## src/rtl/vmem_fill_arbiter.sv

```systemverilog
// Video-memory write arbiter: merges CPU byte writes with a rectangular-free
// linear fill engine. CPU writes always win; the fill advances only on idle
// cycles and is clipped at the end of the framebuffer.
module vmem_fill_arbiter #(
    parameter int unsigned PIXEL_COUNT = 256000
) (
    input  logic        cpu_clk,
    input  logic        reset,
    input  logic        cpu_wr,
    input  logic [31:0] cpu_addr,
    input  logic [7:0]  cpu_data,
    input  logic        fill_start,
    input  logic        fill_abort,
    input  logic [31:0] fill_base,
    input  logic [17:0] fill_len,
    input  logic [7:0]  fill_color,
    output logic        fill_busy,
    output logic        fill_done,
    output logic        vm_wr,
    output logic [31:0] vm_addr,
    output logic [7:0]  vm_data
);

    localparam int unsigned AW = 32;
    localparam int unsigned LW = 18;
    localparam int unsigned DW = 8;
    localparam logic [AW-1:0] PIX_LIMIT = AW'(PIXEL_COUNT);

    typedef enum logic [1:0] {
        ST_IDLE = 2'd0,
        ST_FILL = 2'd1,
        ST_DONE = 2'd2
    } state_e;

    state_e          state_q, state_d;
    logic [AW-1:0]   cur_addr_q, cur_addr_d;
    logic [LW-1:0]   remaining_q, remaining_d;
    logic [DW-1:0]   color_q, color_d;
    logic            vm_wr_q, vm_wr_d;
    logic [AW-1:0]   vm_addr_q, vm_addr_d;
    logic [DW-1:0]   vm_data_q, vm_data_d;
    logic            busy_q, done_q;

    // State register and registered write port.
    always_ff @(posedge cpu_clk or posedge reset) begin
        if (reset) begin
            state_q     <= ST_IDLE;
            cur_addr_q  <= '0;
            remaining_q <= '0;
            color_q     <= '0;
            vm_wr_q     <= 1'b0;
            vm_addr_q   <= '0;
            vm_data_q   <= '0;
            busy_q      <= 1'b0;
            done_q      <= 1'b0;
        end else begin
            state_q     <= state_d;
            cur_addr_q  <= cur_addr_d;
            remaining_q <= remaining_d;
            color_q     <= color_d;
            vm_wr_q     <= vm_wr_d;
            vm_addr_q   <= vm_addr_d;
            vm_data_q   <= vm_data_d;
            busy_q      <= (state_d != ST_IDLE);
            done_q      <= (state_d == ST_DONE);
        end
    end

    // Arbitration and fill sequencing; CPU path first, fill only when CPU is quiet.
    always_comb begin
        state_d     = state_q;
        cur_addr_d  = cur_addr_q;
        remaining_d = remaining_q;
        color_d     = color_q;
        vm_wr_d     = 1'b0;
        vm_addr_d   = vm_addr_q;
        vm_data_d   = vm_data_q;

        // Out-of-range CPU writes are dropped but still block the fill.
        if (cpu_wr && (cpu_addr < PIX_LIMIT)) begin
            vm_wr_d   = 1'b1;
            vm_addr_d = cpu_addr;
            vm_data_d = cpu_data;
        end

        unique case (state_q)
            ST_IDLE: begin
                if (fill_start) begin
                    cur_addr_d  = fill_base;
                    remaining_d = fill_len;
                    color_d     = fill_color;
                    state_d     = (fill_len == '0) ? ST_DONE : ST_FILL;
                end
            end
            ST_FILL: begin
                if (fill_abort) begin
                    state_d = ST_IDLE;
                end else if (cur_addr_q >= PIX_LIMIT) begin
                    state_d = ST_DONE;
                end else if (!cpu_wr) begin
                    vm_wr_d     = 1'b1;
                    vm_addr_d   = cur_addr_q;
                    vm_data_d   = color_q;
                    cur_addr_d  = cur_addr_q + AW'(1);
                    remaining_d = remaining_q - LW'(1);
                    if (remaining_q == LW'(1)) begin
                        state_d = ST_DONE;
                    end
                end
            end
            ST_DONE: begin
                state_d = ST_IDLE;
            end
            default: begin
                state_d = ST_IDLE;
            end
        endcase
    end

    assign fill_busy = busy_q;
    assign fill_done = done_q;
    assign vm_wr     = vm_wr_q;
    assign vm_addr   = vm_addr_q;
    assign vm_data   = vm_data_q;

endmodule

```

## config.mk

```make
export PLATFORM = sky130hd
export DESIGN_NAME = vmem_fill_arbiter
export DESIGN_NICKNAME = d
export VERILOG_FILES = /design/src/rtl/vmem_fill_arbiter.sv
export SDC_FILE = /design/constraint.sdc
export NUM_CORES = 1
export LEC_CHECK = 0
export ABC_AREA = 1
export ABC_CLOCK_PERIOD_IN_PS = 3200
export BUFFER_PORTS_ARGS = -buffer_cell sky130_fd_sc_hd__clkbuf_2
export CAP_MARGIN = 20
export CORE_AREA = 3 3 123 125
export CTS_CLUSTER_DIAMETER = 120
export DETAILED_ROUTE_END_ITERATION = 8
export DIE_AREA = 0 0 126 128
export GPL_TIMING_DRIVEN = 0
export PLACE_DENSITY_LB_ADDON = 0.12
export SETUP_SLACK_MARGIN = 0.5
export SLEW_MARGIN = 20
export SYNTH_ARGS = -nofsm -noshare
export SYNTH_HDL_FRONTEND = slang
export SYNTH_SLANG_ARGS = --single-unit
export TNS_END_PERCENT = 20
```

## constraint.sdc

```tcl
create_clock -name cpu_clk -period 3.2 [get_ports cpu_clk]
set_input_delay 0.32 -clock cpu_clk [delete_from_list [all_inputs] [get_ports cpu_clk]]
set_output_delay 0.32 -clock cpu_clk [all_outputs]
set_load 0.02 [all_outputs]
```

==> results.cfg <==
[synth]
synthDominantCellAreaShare_pct = 41.1
synth-warning-count = 0
yosys_register_bits = 103
syn_nets = 1067
synth_async_sr_flop_share_pct = 100
synth.cell_area_um2 = 6270
post_synth_main_area_contributors = sky130_fd_sc_hd__dfrtp_1 (41%), sky130_fd_sc_hd__nand2_1 (18%), sky130_fd_sc_hd__nor2_1 (11%)
yosysUniqueCellTypes = 25
synth-main-ff-cell = sky130_fd_sc_hd__dfrtp_1
synth.cells.most_frequent = sky130_fd_sc_hd__nand2_1 (299), sky130_fd_sc_hd__nor2_1 (179), sky130_fd_sc_hd__dfrtp_1 (103), sky130_fd_sc_hd__inv_1 (96), sky130_fd_sc_hd__nand3_1 (93)
synth.avg_cell_area_um2 = 6.53
synth_enable_flop_cells = 0
post-synth-top-count-cell = sky130_fd_sc_hd__nand2_1
synthesis.instances = 960
synth_seq_area_share_pct = 41.1
synth_largest_area_cell = sky130_fd_sc_hd__dfrtp_1

[setup_path]
cell_at_the_slowest_stage_of_the_critical_path = sky130_fd_sc_hd__dfrtp_1
critical_path.max_fanout = 8
setup.reg_to_reg.worst_slack_ps = 1180
critPathMostFrequentCell = sky130_fd_sc_hd__nand3_1
startpoint_class_of_the_critical_path = flip-flop
setup.worst_path.end_class = flip-flop
timing.critical_path.required_ps = 3440
timing.critical_path.cells = ha_1 -> nand3_1 -> nor2_1 -> nand3_1 -> nand3_1 -> nand2_1 -> nand2_1 -> o21ai_0
critical_path.max_stage_delay_ps = 530
register_to_register_path_depth = 8
crit_buf_inv = 0
critPathArrivalTime_ps = 2260
setup.worst_path.class = reg -> reg
number_of_stages_on_the_worst_setup_path = 8
cpLargestDelayFamily = simple AND/OR/NAND/NOR gates

[floorplan]
die_x_um = 126
placeableCoreArea_um2 = 14000
floorplan.io_pins = 146
floorplan.die.height_um = 128
num_rows = 43
start_util_pct = 44.8
die-area_um2 = 16100

[clock_network]
clk-insertion-delay-late_ps = 360
cts.hold.buffers_added = 0
post_cts_resize_count = 0
clk_pin_slew_ps = 70
clock-sinks = 103
cts_max_level = 3
cts_max_path_buffers = 2
clock_buffer_count_from_cts = 9
post-cts-setup-buffer-count = 0
tritoncts = yes
clockRootBuffer = sky130_fd_sc_hd__clkbuf_16

[power]
power_density_nw_per_um2 = 483
switchingPower_mw = 1.32
switching_power_share_of_the_total_pct = 36.2
power.ir.vdd_worst_uv = 285
power.internal_mw = 2.34
seq_power_share_pct = 46.4
leakage_power_total_nw = 3.96
share_comb_of_total_power_pct = 23.5
power_frac_clock_pct = 30.2
power.total_mw = 3.66

[drt]
top_layer_used = met4
met2_length_um = 8400
avgRoutedWirePerCell_um = 14.7
wl_met1_um = 9060
routed-via-count = 6639
vias_per_cell = 5.09
detail_route.wirelength_um = 19100
router_iterations_before_antenna_repair = 6
detail_route.drc_violations = 0
routed-wl-met3_um = 1300
number_of_nets_still_failing_antenna_checks_after_routing = 0
drtIter0Drc = 576

[timing]
timing_hold_violations_final = 0
min_period_ps = 2020
timing.max_slew.rel_slack_pct = 54.1
finalSetupViolations = 0
fmaxAchievable_mhz = 495
worstMarginPinSlew_ps = 689
grt_setup_unrepaired = false
timing.final.crit_share_pct = 63.1
setup-tns-final_ps = 0
finClkSkew_ps = 8.55
max_slew_violation_count = 0

[cells_and_area]
area.growth.synth_to_final_pct = 20.9
diodes = 0
fill_cells = 1471
final_layout_size_suffix_gt1_share_pct = 17.3
fin_nets = 1226

[outcome]
result_of_the_run = finished clean

[global_route]
first_global_vias = 6040
sum_of_overflow_across_all_layers_after_global_routing = 0
first_pass_grt_wire_length_um = 30900
number_of_antenna_violations_at_the_first_check_in_global_routing = 0
grt_start_max_net_pins = 30
gr-usage-all-layers_pct = 24.1

[placed_design]
replace_congestion = 0.960
buffer_ports.inserted = 145
dpl.hpwl_um = 15200

[job]
maxCapViolations = 0

[worst_hold_path]
min_path_type = in -> async
layer usage:
| layer | track usage, % | vias to the layer above |
|---|---|---|
| met5 | 0 | - |
| met4 | 7.38 | 0 |
| met3 | 4.04 | 22 |
| met2 | 37.9 | 248 |
| met1 | 34.1 | 3002 |
| li1 | - | 3367 |
registers in the layout, indices dropped and copies added (netlist names):
register / flops
vm_wr: 1
fill_done: 1
vm_data: 8
cur_addr_q: 32
vm_addr: 32
color_q: 8
fill_busy: 1
remaining_q: 18
state_q: 2
metrics by stage:
step | area [um2] | hold slack [ps] | setup slack (ps) | utilization, % | cells
2_1_floorplan | 6270 | 430 | 1650 | - | 960
3_3_place_gp | 7230 | 463 | 891 | 51.7 | 1285
3_5_place_dp | 7290 | 416 | 1190 | 52.1 | 1288
4_1_cts | 7580 | 29.3 | 1180 | 54.2 | 1304
5_1_grt | 7580 | 58.0 | 976 | 54.2 | 1304
6_report | 7580 | 16.2 | 1180 | 54.2 | 1304
power by group through the flow:
stage	Sequential [mW]	Clock, mW	Combinational [mW]
detailed placement	1.72	0	0.852
CTS	1.69	1.13	0.857
finish	1.70	1.10	0.859
global route	1.73	1.18	0.998
global placement	1.72	0	0.833
floorplan	1.65	0	0.603
placed cells by master (no fill, tap or decap), drive strengths merged, types with 2 or more instances in the layout:
cell	count
nand2	300
inv	99
nor2	181
clkbuf	173
a21oi	17
nand3b	10
clkinvlp	2
buf	22
ha	4
o21ai	68
dfrtp	103
xor2	2
clkinv	2
nand3	93
nor3	4
nand4	32
or2	9
worst register-to-register path: stages, from the launching register on:
cell and delay [ps]:
sky130_fd_sc_hd__dfrtp_1 530, sky130_fd_sc_hd__ha_1 260, sky130_fd_sc_hd__nand3_1 220, sky130_fd_sc_hd__nor2_1 460, sky130_fd_sc_hd__nand3_1 140, sky130_fd_sc_hd__nand3_1 120
sky130_fd_sc_hd__nand2_1 50, sky130_fd_sc_hd__nand2_1 50, sky130_fd_sc_hd__o21ai_0 70
cells by family after synthesis:
family | synth area share, %
and+or+nand+nor | 42.3
buffers and inverters | 8.50
DFF | 41.1
AOI/OAI and AO/OA | 6.90
adders and majority gates | 0.798
xor gates and xnor gates | 0.419
cell type report:
class | count | area, um2 | area share [%]
Multi-Input combinational cell | 723 | 3160 | 41.7
Sequential cell | 103 | 2580 | 34.0
Timing Repair Buffer | 148 | 793 | 10.5
Inverter | 96 | 364 | 4.80
Clock buffer | 9 | 225 | 2.97
Tap cell | 180 | 225 | 2.97
Buffer | 38 | 173 | 2.28
Clock inverter | 7 | 63.8 | 0.842
final timing paths:
path                               startpoint              end
worst max-delay path            cur_addr_q[0]   cur_addr_q[10]
worst min-delay path                    reset  remaining_q[13]
worst max register to register  cur_addr_q[0]   cur_addr_q[10]
worst min register to register     color_q[5]       color_q[5]
max in group asynchronous               reset      vm_addr[12]
min in group cpu_clk            fill_color[0]       color_q[0]
No activity file was read; power rests on OpenSTA's default activity.
